### config.mk
export PLATFORM = sky130hd
export DESIGN_NAME = store_issue_gate
export DESIGN_NICKNAME = d
export VERILOG_FILES = /design/src/rtl/store_issue_gate_pkg.sv /design/src/rtl/store_issue_gate_counter.sv /design/src/rtl/store_issue_gate.sv
export SDC_FILE = /design/constraint.sdc
export NUM_CORES = 1
export LEC_CHECK = 0
export ABC_AREA = 1
export CORE_AREA = 8 8 52 54
export DETAILED_ROUTE_END_ITERATION = 12
export DIE_AREA = 0 0 60 62
export PLACE_DENSITY_LB_ADDON = 0.25
export SKIP_CTS_REPAIR_TIMING = 1
export SLEW_MARGIN = 30
export SYNTH_ARGS = -nofsm -noshare
export SYNTH_HDL_FRONTEND = slang
export SYNTH_SLANG_ARGS = --single-unit
### constraint.sdc
create_clock -name clk_i -period 2.61 [get_ports clk_i]
set_input_delay 0.522 -clock clk_i [delete_from_list [all_inputs] [get_ports clk_i]]
set_output_delay 0.522 -clock clk_i [all_outputs]
set_load 0.02 [all_outputs]
### src/rtl/store_issue_gate_pkg.sv
// Shared build configuration, gate state encoding and region lookup.
package config_pkg;

  localparam int unsigned NrMaxRules = 4;

  typedef struct packed {
    int unsigned PLEN;
    int unsigned MaxOutstandingStores;
    int unsigned NrNonIdempotentRules;
    logic [NrMaxRules-1:0][63:0] NonIdempotentAddrBase;
    logic [NrMaxRules-1:0][63:0] NonIdempotentLength;
  } cva6_cfg_t;

  localparam cva6_cfg_t cva6_cfg_empty = '{
    PLEN: 34,
    MaxOutstandingStores: 7,
    NrNonIdempotentRules: 1,
    NonIdempotentAddrBase: {64'h0, 64'h0, 64'h0, 64'h1000_0000},
    NonIdempotentLength: {64'h0, 64'h0, 64'h0, 64'h1000}
  };

  typedef enum logic [1:0] {
    IDLE,
    NI_DRAIN,
    NI_WAIT,
    FENCE
  } store_gate_state_e;

  // One spare bit above PLEN keeps base+len from wrapping.
  function automatic logic is_inside_nonidempotent_regions(
    cva6_cfg_t cfg,
    logic [63:0] addr
  );
    logic [64:0] m;
    logic [64:0] a;
    logic [64:0] b;
    logic [64:0] e;
    logic hit;
    hit = 1'b0;
    m = (65'd1 << cfg.PLEN) - 65'd1;
    a = {1'b0, addr} & m;
    for (int unsigned i = 0; i < NrMaxRules; i++) begin
      b = {1'b0, cfg.NonIdempotentAddrBase[i]} & m;
      e = b + ({1'b0, cfg.NonIdempotentLength[i]} & m);
      if (i < cfg.NrNonIdempotentRules && a >= b && a < e)
        hit = 1'b1;
    end
    return hit;
  endfunction

endpackage

### src/rtl/store_issue_gate_counter.sv
// Up/down in-flight store counter with full/empty flags and
// a sticky flag for an acknowledge arriving with nothing in flight.
module store_gate_counter #(
  parameter int unsigned Max = 7,
  parameter int CntW = 3
) (
  input  logic            clk_i,
  input  logic            rst_i,
  input  logic            inc_i,
  input  logic            dec_i,
  output logic [CntW-1:0] cnt_o,
  output logic            full_o,
  output logic            empty_o,
  output logic            err_o
);

  logic [CntW-1:0] r_cnt;
  logic            r_err;
  logic            w_zero;
  logic            w_full;
  logic            w_dec;
  logic            w_inc;

  assign w_zero = (r_cnt == '0);
  assign w_full = (r_cnt == CntW'(Max));
  assign w_dec  = dec_i & ~w_zero;
  assign w_inc  = inc_i & (~w_full | w_dec);

  always_ff @(posedge clk_i) begin
    if (rst_i) begin
      r_cnt <= '0;
      r_err <= 1'b0;
    end else begin
      r_cnt <= r_cnt + CntW'(w_inc) - CntW'(w_dec);
      if (dec_i & w_zero)
        r_err <= 1'b1;
    end
  end

  assign cnt_o   = r_cnt;
  assign full_o  = w_full;
  assign empty_o = w_zero;
  assign err_o   = r_err;

endmodule

### src/rtl/store_issue_gate.sv
// Store issue gate: caps in-flight stores, serializes non-idempotent
// stores, drains on fence. Optional STORE_GATE_PERF_EN adds stall_cnt_o.
module store_issue_gate
  import config_pkg::*;
#(
  parameter config_pkg::cva6_cfg_t CVA6Cfg = config_pkg::cva6_cfg_empty,
  parameter int CntW = $clog2(CVA6Cfg.MaxOutstandingStores + 1)
) (
  input  logic                    clk_i,
  input  logic                    rst_i,
  input  logic                    flush_i,
  input  logic                    st_valid_i,
  input  logic [CVA6Cfg.PLEN-1:0] st_paddr_i,
  output logic                    st_ready_o,
  output logic                    req_valid_o,
  input  logic                    req_ready_i,
  input  logic                    ack_i,
  input  logic                    fence_req_i,
  output logic                    fence_done_o,
  output logic [CntW-1:0]         outstanding_o,
  output logic                    empty_o,
  output logic                    err_o
`ifdef STORE_GATE_PERF_EN
  ,
  output logic [31:0]             stall_cnt_o
`endif
);

  store_gate_state_e r_state;
  store_gate_state_e w_state_nxt;

  logic [CntW-1:0] w_cnt;
  logic            w_full;
  logic            w_empty;
  logic            w_is_ni;
  logic            w_drained;
  logic            w_open;
  logic            w_hs;
  logic            w_done;

  assign w_is_ni = is_inside_nonidempotent_regions(
    CVA6Cfg, 64'(st_paddr_i));
  assign w_drained = w_empty | ((w_cnt == CntW'(1)) & ack_i);

  always_comb begin
    w_state_nxt = r_state;
    w_open      = 1'b0;
    w_done      = 1'b0;
    if (flush_i) begin
      w_state_nxt = IDLE;
    end else begin
      unique case (r_state)
        IDLE: begin
          if (fence_req_i) begin
            w_state_nxt = FENCE;
          end else if (st_valid_i & w_is_ni) begin
            if (w_empty) begin
              w_open = ~w_full;
              if (req_ready_i & w_open)
                w_state_nxt = NI_WAIT;
            end else begin
              w_state_nxt = NI_DRAIN;
            end
          end else begin
            w_open = ~w_full | ack_i;
          end
        end
        NI_DRAIN: begin
          w_open = w_drained;
          if (!st_valid_i)
            w_state_nxt = IDLE;
          else if (req_ready_i & w_open)
            w_state_nxt = NI_WAIT;
        end
        NI_WAIT: begin
          if (w_drained)
            w_state_nxt = IDLE;
        end
        FENCE: begin
          if (w_drained) begin
            w_done      = 1'b1;
            w_state_nxt = IDLE;
          end
        end
        default: w_state_nxt = IDLE;
      endcase
    end
  end

  always_ff @(posedge clk_i) begin
    if (rst_i)
      r_state <= IDLE;
    else
      r_state <= w_state_nxt;
  end

  assign req_valid_o  = st_valid_i & w_open;
  assign st_ready_o   = req_ready_i & w_open;
  assign w_hs         = req_valid_o & req_ready_i;
  assign fence_done_o = w_done;

  store_gate_counter #(
    .Max (CVA6Cfg.MaxOutstandingStores),
    .CntW(CntW)
  ) u_cnt (
    .clk_i  (clk_i),
    .rst_i  (rst_i),
    .inc_i  (w_hs),
    .dec_i  (ack_i),
    .cnt_o  (w_cnt),
    .full_o (w_full),
    .empty_o(w_empty),
    .err_o  (err_o)
  );

  assign outstanding_o = w_cnt;
  assign empty_o       = w_empty;

`ifdef STORE_GATE_PERF_EN
  logic [31:0] r_stall;

  always_ff @(posedge clk_i) begin
    if (rst_i)
      r_stall <= '0;
    else if (st_valid_i & ~st_ready_o & (r_stall != '1))
      r_stall <= r_stall + 32'd1;
  end

  assign stall_cnt_o = r_stall;
`endif

endmodule

==> impl_metrics.env <==
export IMPL_mappedNetlistNets=133
export IMPL_slew_headroom_pct=82.22
export IMPL_n_antenna_cell=0
export IMPL_floorplan_initialDensity_pct=27.63
export IMPL_firstDrtPassIters=4
export IMPL_antenna_found_initial=0
export IMPL_globalRouteOverflowTotal=0
export IMPL_min_path_cells=2
export IMPL_synth_enable_flop_cells=0
export IMPL_synth_top_cell_area_share_pct=22.86
export IMPL_postSynthCellCount=89
export IMPL_yosysMostFrequentCell="nor2_1"
export IMPL_most_repeated_library_cell_on_the_critical_path="nand2_1"
export IMPL_cts_clk_slew_worst_paths_ns=0.05
export IMPL_critical_path_n_buffers_inverters=3
export IMPL_drc_errors=0
export IMPL_cts_sinks=6
export IMPL_crit_path_max_fo=2
export IMPL_hold_end="u_cnt.err_o$_SDFFE_PP0P_"
export IMPL_synthDominantAreaCellType="dfxtp_1"
export IMPL_reg2reg_from="u_cnt.cnt_o[1]$_SDFF_PP0_"
export IMPL_drive_gt1_share_pct=24.46
export IMPL_wl_per_cell_um=11.69
export IMPL_height_of_the_chip_um=62
export IMPL_synth_cell_types=19
export IMPL_area_growth_pct=111.4
export IMPL_hp_start="u_cnt.err_o$_SDFFE_PP0P_"
export IMPL_final_nets=185
export IMPL_max_stage_delay_ns=0.39
export IMPL_period_needed_ns=2.476
export IMPL_critPathCaptureType="register"
export IMPL_cts_root_to_sink_buffers=2
export IMPL_core_area_mm2=0.001902
export IMPL_period_share_pct=94.87
export IMPL_vias_in_the_first_global_route=697
export IMPL_ff2ff_path_depth=13
export IMPL_first_pass_grt_wire_length_um=2794
export IMPL_number_of_h_tree_levels=1
export IMPL_hold_ws_ns=0.4466
export IMPL_leakage_nw=0.6811
export IMPL_async_flop_share_pct=0
export IMPL_globalRouteTotalUtil_pct=9.919
export IMPL_hold_path_class="register to register"
export IMPL_critical_path_class="input port to register"
export IMPL_critical_path_arrival_ns=2.65
export IMPL_post_route_setup_tns_ns=0
export IMPL_syn_cell_area_um2=525.5
export IMPL_yosys_top_cells_area="dfxtp_1 23%, nor2_1 17%, inv_1 10%"
export IMPL_max_cap_viol_count=0
export IMPL_r2r_end="u_cnt.cnt_o[2]$_SDFF_PP0_"
export IMPL_power_ir_vdd_worst_mv=0.5526
export IMPL_critical_path_top_delay_family="simple AND/OR/NAND/NOR gates"
export IMPL_total_power_mw=0.6234
export IMPL_portBuffers=36
export IMPL_r2r_setup_slack_ns=0.48
export IMPL_dr_first_iter_drc_count=18
export IMPL_post_place_cells=161
export IMPL_commonest_cells_post_synth="24 x nor2_1, 14 x inv_1, 13 x nand2_1"
export IMPL_final_antenna_net_count=0
export IMPL_setup_worst_path_start_class="input port"
export IMPL_tightest_slew_ns=0.2647
export IMPL_clk_latency_ns=0.24
export IMPL_floorplan_die_area_mm2=0.003720
export IMPL_postRouteWirelength_um=1940
export IMPL_layout_core_utilization_pct=58.42
export IMPL_p_per_area_mw_per_mm2=561.1
export IMPL_std_cell_rows=16
export IMPL_fin_skew_ns=0.005059
export IMPL_fmax_mhz=403.8
export IMPL_setup_violations_final=0
export IMPL_post_synth_cell_area_avg_um2=5.905
export IMPL_place_congestion=0.7295
export IMPL_finalHoldViolations=0
export IMPL_num_io_pins=49
export IMPL_maxSlewViolCount=0
export IMPL_drt_vias_per_instance=4.470
export IMPL_tritoncts_clock_tree="done"
export IMPL_cts_root_buf="clkbuf_4"
export IMPL_yosysSeqAreaShare_pct=22.86
export IMPL_outcome="complete, no violations"
export IMPL_die_x_um=60
export IMPL_via_count=742
export IMPL_crit_chain="clkdlybuf4s50_1 > nor2_1 > nand2_1 > nor2_2 > nand3_2 > nand2_1 > nand3_1 > nand2_1 > nand3_2 > buf_6 > nor2_4 > ha_2 > inv_2 > fa_2 > and3_4 > nor3_2"
export IMPL_cts_buffers=3
export IMPL_dp_final_hpwl_um=1509
export IMPL_critical_path_slowest_cell="clkdlybuf4s50_1"
export IMPL_synth_ff_type="dfxtp_1"
export IMPL_critPathRequiredTime_ns=2.78
export IMPL_ys_warn_count=0
export IMPL_grt_start_max_net_pins=7
export IMPL_finish_cell_count_without_fillers=166
export IMPL_postSynthRegisterBits=6
-- where the power goes --
| group | internal, mW | switching (mW) | total, mW |
|---|---|---|---|
| Sequential | 0.118 | 0.0249 | 0.143 |
| Clock | 0.0519 | 0.0322 | 0.0841 |
| Combinational | 0.190 | 0.206 | 0.396 |
| Total | 0.360 | 0.264 | 0.623 |
-- layout by cell type (no fill, tap or decap), drive strengths merged --
cell,netlist,layout
nor2,27,27
dlymetal6s2s,0,22
inv,16,16
nand2,14,14
clkdlybuf4s50,0,13
buf,0,11
nand3,8,8
a21oi,7,7
dfxtp,6,6
clkbuf,0,4
nor3,3,3
o21ai,2,2
ha,2,2
nand4,1,1
o21a,1,1
and3,1,1
fa,1,1
-- state kept, by name, summed over array words and instances, names as in the netlist --
| register | cells |
|---|---|
| u_cnt.cnt_o | 3 |
| u_cnt.err_o | 1 |
| r_state | 2 |
-- worst min-delay path, delay by kind of cell (launching register included) --
family | cells | cell delay (ns)
flip-flops | 1 | 0.30
buffers and inverters | 1 | 0.04
AO/OA/AOI/OAI | 1 | 0.05
-- metal layers --
metal  track usage (%)  up-vias  share of wire (%)
li1                  -      381                  -
met4             3.061        0               0.62
met5                 0        -                  0
met3             5.967        2                 11
met1             9.591      329                 41
met2             17.38       30                 48
-- area by class of cell --
| class | count | area [um^2] |
|---|---|---|
| Multi-Input combinational cell | 67 | 377.9 |
| Inverter | 16 | 60.06 |
| Timing Repair Buffer | 47 | 496.7 |
| Clock buffer | 3 | 22.52 |
| Sequential cell | 6 | 120.1 |
| Fill cell | 177 | 790.8 |
| Tap cell | 27 | 33.78 |
-- worst max path at each step --
stage | start | endpoint | slack [ns] | cells after the start
after floorplan | st_paddr_i[18] | u_cnt.cnt_o[2]$_SDFF_PP0_ | 0.49 | 14
after CTS | st_valid_i | st_ready_o | -0.28 | 12
after detailed placement | st_valid_i | u_cnt.cnt_o[2]$_SDFF_PP0_ | -0.29 | 17
final | st_paddr_i[27] | u_cnt.cnt_o[2]$_SDFF_PP0_ | 0.13 | 16
after global routing | st_paddr_i[27] | u_cnt.cnt_o[2]$_SDFF_PP0_ | -0.02 | 16
after global placement | st_valid_i | st_ready_o | -0.24 | 12
-- cells by family (layout without fill, tap and decap cells) --
logic type      count (synthesis)  count (layout)  share of synthesized area (%)
simple gates                   54              54                          45.00
flops                           6               6                          22.86
buf+inv                        16              66                          11.43
fa+ha+maj                       3               3                          8.571
compound gates                 10              10                          12.14
-- metrics by stage --
step / instance area, um^2 / setup slack, ns
2_1_floorplan: 525.5 / 0.4888
3_3_place_gp: 987.2 / -0.2434
3_5_place_dp: 987.2 / -0.2882
4_1_cts: 1010 / -0.2834
5_1_grt: 1111 / -0.02213
6_report: 1111 / 0.1338
No activity file was read; power rests on OpenSTA's default activity.
